### config.mk
export PLATFORM = sky130hd
export DESIGN_NAME = axi_stream_splitter_6
export DESIGN_NICKNAME = d
export VERILOG_FILES = /design/src/rtl/axi_stream_splitter_6.sv
export SDC_FILE = /design/constraint.sdc
export NUM_CORES = 1
export LEC_CHECK = 0
export ABC_CLOCK_PERIOD_IN_PS = 11100
export CAP_MARGIN = 20
export CORE_MARGIN = 2
export CORE_UTILIZATION = 49
export DETAILED_ROUTE_END_ITERATION = 12
export PLACE_DENSITY_LB_ADDON = 0.15
export RECOVER_POWER = 25
export SLEW_MARGIN = 20
export SYNTH_ARGS = -nofsm -noshare
export SYNTH_HDL_FRONTEND = slang
export SYNTH_SLANG_ARGS = --single-unit
### constraint.sdc
create_clock -name clock -period 11.1 [get_ports clock]
set_clock_uncertainty 0.1 [all_clocks]
set_input_delay 1.665 -clock clock [delete_from_list [all_inputs] [get_ports clock]]
set_output_delay 1.665 -clock clock [all_outputs]
set_load 0.02 [all_outputs]
### src/rtl/axi_stream_splitter_6.sv
// One-input, six-output AXI-stream splitter routed by an 8-bit dest field.
// Each output owns a one-entry holding register; unmatched beats are dropped and counted.
module axi_stream_splitter_6 #(
    parameter int unsigned INPUT_DATA_WIDTH  = 32,
    parameter int unsigned OUTPUT_DATA_WIDTH = 16,
    parameter string       MSB_DEST_SUPPORT  = "TRUE",
    parameter logic [7:0]  DEST_1            = 8'd0,
    parameter logic [7:0]  DEST_2            = 8'd1,
    parameter logic [7:0]  DEST_3            = 8'd2,
    parameter logic [7:0]  DEST_4            = 8'd3,
    parameter logic [7:0]  DEST_5            = 8'd4,
    parameter logic [7:0]  DEST_6            = 8'd5
) (
    input  logic                         clock,
    input  logic                         reset,

    input  logic [INPUT_DATA_WIDTH-1:0]  stream_in_data,
    input  logic [7:0]                   stream_in_dest,
    input  logic [7:0]                   stream_in_user,
    input  logic                         stream_in_last,
    input  logic                         stream_in_valid,
    output logic                         stream_in_ready,

    output logic [OUTPUT_DATA_WIDTH-1:0] stream_out_1_data,
    output logic [7:0]                   stream_out_1_dest,
    output logic [7:0]                   stream_out_1_user,
    output logic                         stream_out_1_last,
    output logic                         stream_out_1_valid,
    input  logic                         stream_out_1_ready,

    output logic [OUTPUT_DATA_WIDTH-1:0] stream_out_2_data,
    output logic [7:0]                   stream_out_2_dest,
    output logic [7:0]                   stream_out_2_user,
    output logic                         stream_out_2_last,
    output logic                         stream_out_2_valid,
    input  logic                         stream_out_2_ready,

    output logic [OUTPUT_DATA_WIDTH-1:0] stream_out_3_data,
    output logic [7:0]                   stream_out_3_dest,
    output logic [7:0]                   stream_out_3_user,
    output logic                         stream_out_3_last,
    output logic                         stream_out_3_valid,
    input  logic                         stream_out_3_ready,

    output logic [OUTPUT_DATA_WIDTH-1:0] stream_out_4_data,
    output logic [7:0]                   stream_out_4_dest,
    output logic [7:0]                   stream_out_4_user,
    output logic                         stream_out_4_last,
    output logic                         stream_out_4_valid,
    input  logic                         stream_out_4_ready,

    output logic [OUTPUT_DATA_WIDTH-1:0] stream_out_5_data,
    output logic [7:0]                   stream_out_5_dest,
    output logic [7:0]                   stream_out_5_user,
    output logic                         stream_out_5_last,
    output logic                         stream_out_5_valid,
    input  logic                         stream_out_5_ready,

    output logic [OUTPUT_DATA_WIDTH-1:0] stream_out_6_data,
    output logic [7:0]                   stream_out_6_dest,
    output logic [7:0]                   stream_out_6_user,
    output logic                         stream_out_6_last,
    output logic                         stream_out_6_valid,
    input  logic                         stream_out_6_ready,

    output logic [15:0]                  dropped_count
);

    localparam int unsigned NUM_OUT = 6;
    localparam int unsigned DEST_W  = 8;
    localparam int unsigned IDX_W   = 3;
    localparam int unsigned CNT_W   = 16;
    localparam logic [CNT_W-1:0] CNT_MAX = '1;
    localparam logic [NUM_OUT*DEST_W-1:0] DEST_TAB =
        {DEST_6, DEST_5, DEST_4, DEST_3, DEST_2, DEST_1};

    typedef struct packed {
        logic [OUTPUT_DATA_WIDTH-1:0] data;
        logic [DEST_W-1:0]            dest;
        logic [7:0]                   user;
        logic                         last;
    } beat_t;

    logic [DEST_W-1:0]  rdest;
    logic               hit;
    logic [IDX_W-1:0]   target;
    logic               xfer;
    logic [NUM_OUT-1:0] load;
    logic [NUM_OUT-1:0] out_ready;
    logic [NUM_OUT-1:0] valid_q;
    beat_t              beat_q [NUM_OUT];
    beat_t              in_beat;
    logic               unused_in;

    // Routing dest comes from the top byte of data or from the dest sideband.
    generate
        if (MSB_DEST_SUPPORT == "TRUE") begin : g_msb_dest
            assign rdest = stream_in_data[INPUT_DATA_WIDTH-1 -: DEST_W];
        end else begin : g_side_dest
            assign rdest = stream_in_dest;
        end
    endgenerate

    // Bits between the payload and the dest byte are deliberately ignored.
    assign unused_in = ^{stream_in_data, stream_in_dest};

    assign out_ready = {stream_out_6_ready, stream_out_5_ready, stream_out_4_ready,
                        stream_out_3_ready, stream_out_2_ready, stream_out_1_ready};

    // Lowest-index match wins, so scan downward and let later hits overwrite.
    always_comb begin
        hit    = 1'b0;
        target = '0;
        for (int k = NUM_OUT - 1; k >= 0; k--) begin
            if (rdest == DEST_TAB[k*DEST_W +: DEST_W]) begin
                hit    = 1'b1;
                target = IDX_W'(k);
            end
        end
    end

    assign stream_in_ready = reset & (hit ? (~valid_q[target] | out_ready[target]) : 1'b1);
    assign xfer            = stream_in_valid & stream_in_ready;

    always_comb begin
        load = '0;
        for (int k = 0; k < NUM_OUT; k++) begin
            load[k] = xfer & hit & (target == IDX_W'(k));
        end
    end

    assign in_beat.data = stream_in_data[OUTPUT_DATA_WIDTH-1:0];
    assign in_beat.dest = rdest;
    assign in_beat.user = stream_in_user;
    assign in_beat.last = stream_in_last;

    // Holding registers: a load wins over a drain so back-to-back beats never bubble.
    always_ff @(posedge clock) begin
        if (!reset) begin
            valid_q <= '0;
            for (int k = 0; k < NUM_OUT; k++) begin
                beat_q[k] <= '0;
            end
        end else begin
            for (int k = 0; k < NUM_OUT; k++) begin
                if (load[k]) begin
                    beat_q[k]  <= in_beat;
                    valid_q[k] <= 1'b1;
                end else if (out_ready[k]) begin
                    valid_q[k] <= 1'b0;
                end
            end
        end
    end

    // Saturating count of beats consumed without a matching output.
    always_ff @(posedge clock) begin
        if (!reset) begin
            dropped_count <= '0;
        end else if (xfer && !hit && dropped_count != CNT_MAX) begin
            dropped_count <= dropped_count + CNT_W'(1);
        end
    end

    assign stream_out_1_data  = beat_q[0].data;
    assign stream_out_1_dest  = beat_q[0].dest;
    assign stream_out_1_user  = beat_q[0].user;
    assign stream_out_1_last  = beat_q[0].last;
    assign stream_out_1_valid = valid_q[0];

    assign stream_out_2_data  = beat_q[1].data;
    assign stream_out_2_dest  = beat_q[1].dest;
    assign stream_out_2_user  = beat_q[1].user;
    assign stream_out_2_last  = beat_q[1].last;
    assign stream_out_2_valid = valid_q[1];

    assign stream_out_3_data  = beat_q[2].data;
    assign stream_out_3_dest  = beat_q[2].dest;
    assign stream_out_3_user  = beat_q[2].user;
    assign stream_out_3_last  = beat_q[2].last;
    assign stream_out_3_valid = valid_q[2];

    assign stream_out_4_data  = beat_q[3].data;
    assign stream_out_4_dest  = beat_q[3].dest;
    assign stream_out_4_user  = beat_q[3].user;
    assign stream_out_4_last  = beat_q[3].last;
    assign stream_out_4_valid = valid_q[3];

    assign stream_out_5_data  = beat_q[4].data;
    assign stream_out_5_dest  = beat_q[4].dest;
    assign stream_out_5_user  = beat_q[4].user;
    assign stream_out_5_last  = beat_q[4].last;
    assign stream_out_5_valid = valid_q[4];

    assign stream_out_6_data  = beat_q[5].data;
    assign stream_out_6_dest  = beat_q[5].dest;
    assign stream_out_6_user  = beat_q[5].user;
    assign stream_out_6_last  = beat_q[5].last;
    assign stream_out_6_valid = valid_q[5];

endmodule

Yosys cells after proc, flatten, opt, wreduce, memory -nomap -nowiden
Memories as Yosys holds them, arrays and structs flattened.
Cells that the tools add are included.
- bits in latches: 0
- input port bits: 58
- output and inout bits: 221
- register bits: 22
- memories kept: 1
- word-level logic and storage cells: 103
- memory bits (writable): 198
- ROM bits: 0
- memory list (memory ; words ; bits a word ; rd ports ; clocked after Yosys merged registers in ; write ports ; RTL line ; RTL):
    beat_q ; 6 ; 33 ; 6 ; 0 ; 6 ; 91 ; beat_t beat_q [NUM_OUT];
- order comparisons: 1
- eq/ne operators: 11
- reductions and logical operators: 11
- multipliers: 0
- bitwise operators: 17
- div/mod/pow operators: 0
- mux-type cells: 54
- shift-type cells: 0
- $add $sub $neg: 1
- operators by type and width (cell ; count):
    two-way mux 33 bit ; 6
    two-way mux 1 bit ; 40
    two-way mux 3 bit ; 6
    adder 16 x 1 -> 16 bit (second input constant) ; 1
    equality test 8 x 2 -> 1 bit (second input constant) ; 2
    equality test 8 x 3 -> 1 bit (second input constant) ; 2
    != test 16 bit (second input constant) ; 1
    nonzero test 2 bit ; 6
    AND 1 bit ; 9
    equality test 8 x 1 -> 1 bit (second input constant) ; 1
    logical NOT 8 bit ; 1
    bitwise OR 1 bit ; 7
    binary-select mux 1 bit (select 3 bit) ; 2
    equality test 3 x 2 -> 1 bit (second input constant) ; 2
    equality test 3 bit (second input constant) ; 2
    < comparator 3 x 4 -> 1 bit (second input constant) ; 1
    equality test 3 x 1 -> 1 bit (second input constant) ; 1
    logical NOT 3 bit ; 1
    logical AND 1 bit ; 2
    logical NOT 1 bit ; 1
    inverter 1 bit ; 1

Depth between registers and ports, before layout
- word-level depth: 20
- mapped depth: 7
- depth with buffers taken out: 6

Worst setup path before layout
Ideal clock, no wire load.
- kind: input to register
- from: in stream_in_data[24]
- to: mem beat_q[5][0] in the netlist's numbering (enable)
- arrival time: 4.927 ns
- stages: 4
- library setup time: 0.469 ns
- data required time: 10.531 ns
- setup slack: 5.604 ns
- path buffers: 1
- path through: buf_2 mux2i_1 or3b_4 o21ai_0
- RTL lines (element ; RTL line ; RTL):
    start: declaration ; 17 ; input logic [INPUT_DATA_WIDTH-1:0] stream_in_data,
    end: declaration ; 91 ;

Worst setup path after layout
- from: in stream_in_data[24]
- to: out stream_in_ready
- cells in the longest elaborated chain, start to end: 13
- elaborated cells between the ends (all ways): 26
- those cells by class: 5 x eq/ne; 17 x mux; 3 x bitwise; 1 x reduce/logical
- ends and longest elaborated chain (element ; RTL line ; RTL):
    equality test 8 x 3 -> 1 bit ; 115 ; if (rdest == DEST_TAB[k*DEST_W +: DEST_W]) begin
    two-way mux 3 bit (6 in series) ; 115 ;
    binary-select mux 1 bit (select 3 bit) ; 122 ; assign stream_in_ready = reset & (hit ? (~valid_q[target] | out_ready[target]) : 1'b1);
    two-way mux 1 bit (not written as such) ; 122 ;
    inverter 1 bit ; 122 ;
    bitwise OR 1 bit ; 122 ;
    two-way mux 1 bit (*) ; 122 ;
    AND 1 bit (*) ; 122 ;
    end: declaration ; 22 ; output logic stream_in_ready,
Every way passes the cells marked *; elsewhere a longest branch is shown, timed or not. The select of a mux whose other input is x is not followed.

==> impl_metrics.ini <==
[worst_setup_path]
crit_chain = clkdlybuf4s50_1, mux4_2, a21oi_1, clkdlybuf4s50_1
r2r.worst_path.cells = 5
critical_path.max_stage_delay_ns = 0.79
slowest_stage = clkdlybuf4s50_1
crit_required_ns = 9.34
reg2reg_to = beat_q[4][18]
cp-end-kind = output port
worst-path-max-fanout = 8
crit_family = buffers and inverters
critical_path_arrival_ns = 3.83
crit_path_frequent_cell = clkdlybuf4s50_1
path_buf_inv = 2
r2r_start = valid_q[5]
regToRegSetupSlack_ns = 8.14
critPathKind = in2out
critPathLaunchType = input pin

[cells_and_area]
syn_to_final_growth_pct = 45.9
drive_gt1_share_pct = 6.59
antenna_cells = 0
nNetsFinal = 877

[timing]
max-slew-margin-rel_pct = 31.4
setup_tns_ns = 0
rsz0062_at_grt = no
hold_violations = 0
worstMarginPinSlew_ns = 1.03
fin_crit_sh_pct = 50.4
setup_viol_count_final = 0
final.min_clock_period_ns = 5.59
timing.final.ws_setup_ns = 5.51
slew_viol_final = 0
max_freq_ghz = 0.179

[synth]
synth_xor_area_share_pct = 1.07
synthFlopType = edfxtp_1
yosys.cell_types.count = 44
synthArstFlopShare_pct = 0
synth_area_sq_um = 8200
synth_area_leaders = edfxtp_1, and2_1, dfxtp_1
synth.top_cell.area_share_pct = 72.5
synth_compound_area_share_pct = 1.62
synthSimpleGateAreaFrac_pct = 17.5
synth_top_family_by_area = simple AND/OR/NAND/NOR gates
yosysTopAreaCell = edfxtp_1
synth-edff-count = 198
syn_avg_cell_area_sq_um = 16.3
syn_inst = 503
synth-adder-area-share_pct = 0.153
ys_ff_latch = 220
yosysSeqAreaShare_pct = 77.9
synthMuxAreaShare_pct = 0.641
yosys_warnings = 0

[floorplanning]
die_w_um = 133
design.core.area_sq_um = 16500
dieHeight_um = 133
rows = 47
io_pins = 279
initial_core_util_pct = 49.8
die-area_sq_um = 17800

[hold_path]
hp-class = reg2reg
holdPathStages = 2
hold_start = dropped_count[15]
hold_end = dropped_count[15]

[global_routing]
antenna_found_initial = 0
grt_pass1_wl_mm = 29.8
grt_pass1_vias = 5117
grt_max_degree = 34
gr-total-overflow = 0
grt_usage_pct = 22.0

[cts]
htreeDepth = 1
clockBufferDepth = 3
clkTransAtPathRegs_ns = 0.06
cts_setup_buffers = 0
clock_latency_ns = 0.50
cts_tree = built
hold_buffers = 0
cts_sinks = 220
root_buffer = clkbuf_16
cts_buffers = 23
cts_resized = 0

[placed_design]
dp_hpwl_mm = 13.0
portBuffers = 262
gp_congestion = 0.807
preCtsSetupSlack_ns = 5.36

[pwr]
power_density_nw_per_um2 = 154
leakage_uw = 0.00437
finalPower_uw = 1840
vdd_drop_max_mv = 0.122

[flow_run]
maxCapViolations = 0

[routing]
drt-initial-drc-count = 327
wl_mm = 19.9
remaining_drc_errors = 0
route.vias.total = 5189
dr.pass1.iters = 5
wl_per_cell_um = 18.8
viasPerCell = 4.92
antenna_left = 0

[status]
status = completed
==> worst register-to-register path, stage by stage, from the launching register on <==
cell and delay (ns):
dfxtp_1 0.31, nor2b_1 0.14, mux2i_1 0.23, or3b_4 0.48
nor3_4 0.43, nand2b_2 0.87
==> sequential cells by signal, indices dropped and copies added, names as in the netlist <==
signal / cells
beat_q: 198
valid_q: 6
dropped_count: 16
==> kinds of logic (layout without fill, tap and decap cells) <==
kind of cell,count (synthesis),count (layout)
simple gates,225,225
flops,220,220
buf+inv,23,315
compound gates,19,19
xor+xnor,10,10
mux,4,4
fa+ha+maj,1,1
other cells,1,41
==> power breakdown <==
part	switching (uW)	leakage (uW)	internal [uW]	total, uW
combinational	108	0.00197	74.1	182
clock	300	0.000327	407	707
sequential	11.6	0.00207	945	956
total	419	0.00437	1430	1840
==> routing by layer <==
layer  GRT usage (%)  part of all wire [%]  vias to the layer above
met2            37.5                    49                      262
met4            6.68                   2.3                        0
met3            6.47                   9.2                       28
met1            27.2                    39                     2489
li1                -                     -                     2410
met5               0                     0                        -
==> synth_stat cells, types with 2 or more instances <==
master,number
nand2b_1,6
a21o_1,5
a21oi_1,4
nor4_4,2
o41ai_1,2
buf_2,4
nor2_1,14
nand4_1,4
edfxtp_1,198
nor4b_1,3
o21ai_0,3
clkbuf_1,14
nor4_1,6
inv_1,5
nand3_1,9
xnor2_1,10
mux2i_1,3
nand2_1,8
dfxtp_1,22
and2_1,150
nor3_1,3
nor2b_1,6
==> worst max path at each step <==
| stage | from | end | slack, ns | cells past startpoint |
|---|---|---|---|---|
| 2_1_floorplan | stream_in_data[24] | beat_q[5][0] | 5.60 | 4 |
| 3_3_place_gp | reset | beat_q[4][27] | 5.44 | 5 |
| 3_5_place_dp | reset | beat_q[4][27] | 5.36 | 5 |
| 4_1_cts | stream_in_data[24] | stream_in_ready | 5.50 | 4 |
| 5_1_grt | stream_in_data[24] | stream_in_ready | 5.43 | 4 |
| 6_report | stream_in_data[24] | stream_in_ready | 5.51 | 4 |
==> layout by cell type (no fill, tap or decap), types with 4 or more instances in the layout <==
master,n
a21o_1,5
a21oi_1,4
and2_1,150
buf_4,5
clkbuf_1,9
clkbuf_16,23
clkdlybuf4s50_1,113
clkinv_1,4
conb_1,41
dfxtp_1,22
dlygate4sd3_1,149
edfxtp_1,198
inv_1,5
nand2_1,8
nand2b_2,5
nand3_1,9
nand4_1,4
nor2_1,14
nor2b_1,6
nor4_1,6
xnor2_1,10
==> metrics by stage <==
step                std cells  area, sq um  util, %  hold slack, ns
floorplan                 543         8350        -           0.463
finish                   1055        12000     72.7           0.437
global route             1055        12000     72.7           0.449
CTS                      1054        11900     72.5           0.436
detailed placement       1012        11200     68.3           0.426
global placement         1012        11200     68.3           0.396
==> area by class of cell <==
type / instances / area, sq um
multi-input combinational: 300 / 1910
tap: 220 / 275
inverter: 5 / 18.8
clock inverter: 10 / 78.8
timing repair buffer: 268 / 2690
clock buffer: 32 / 609
sequential: 220 / 6390
fill: 1104 / 4500
Power figures use the tool's default switching activity.
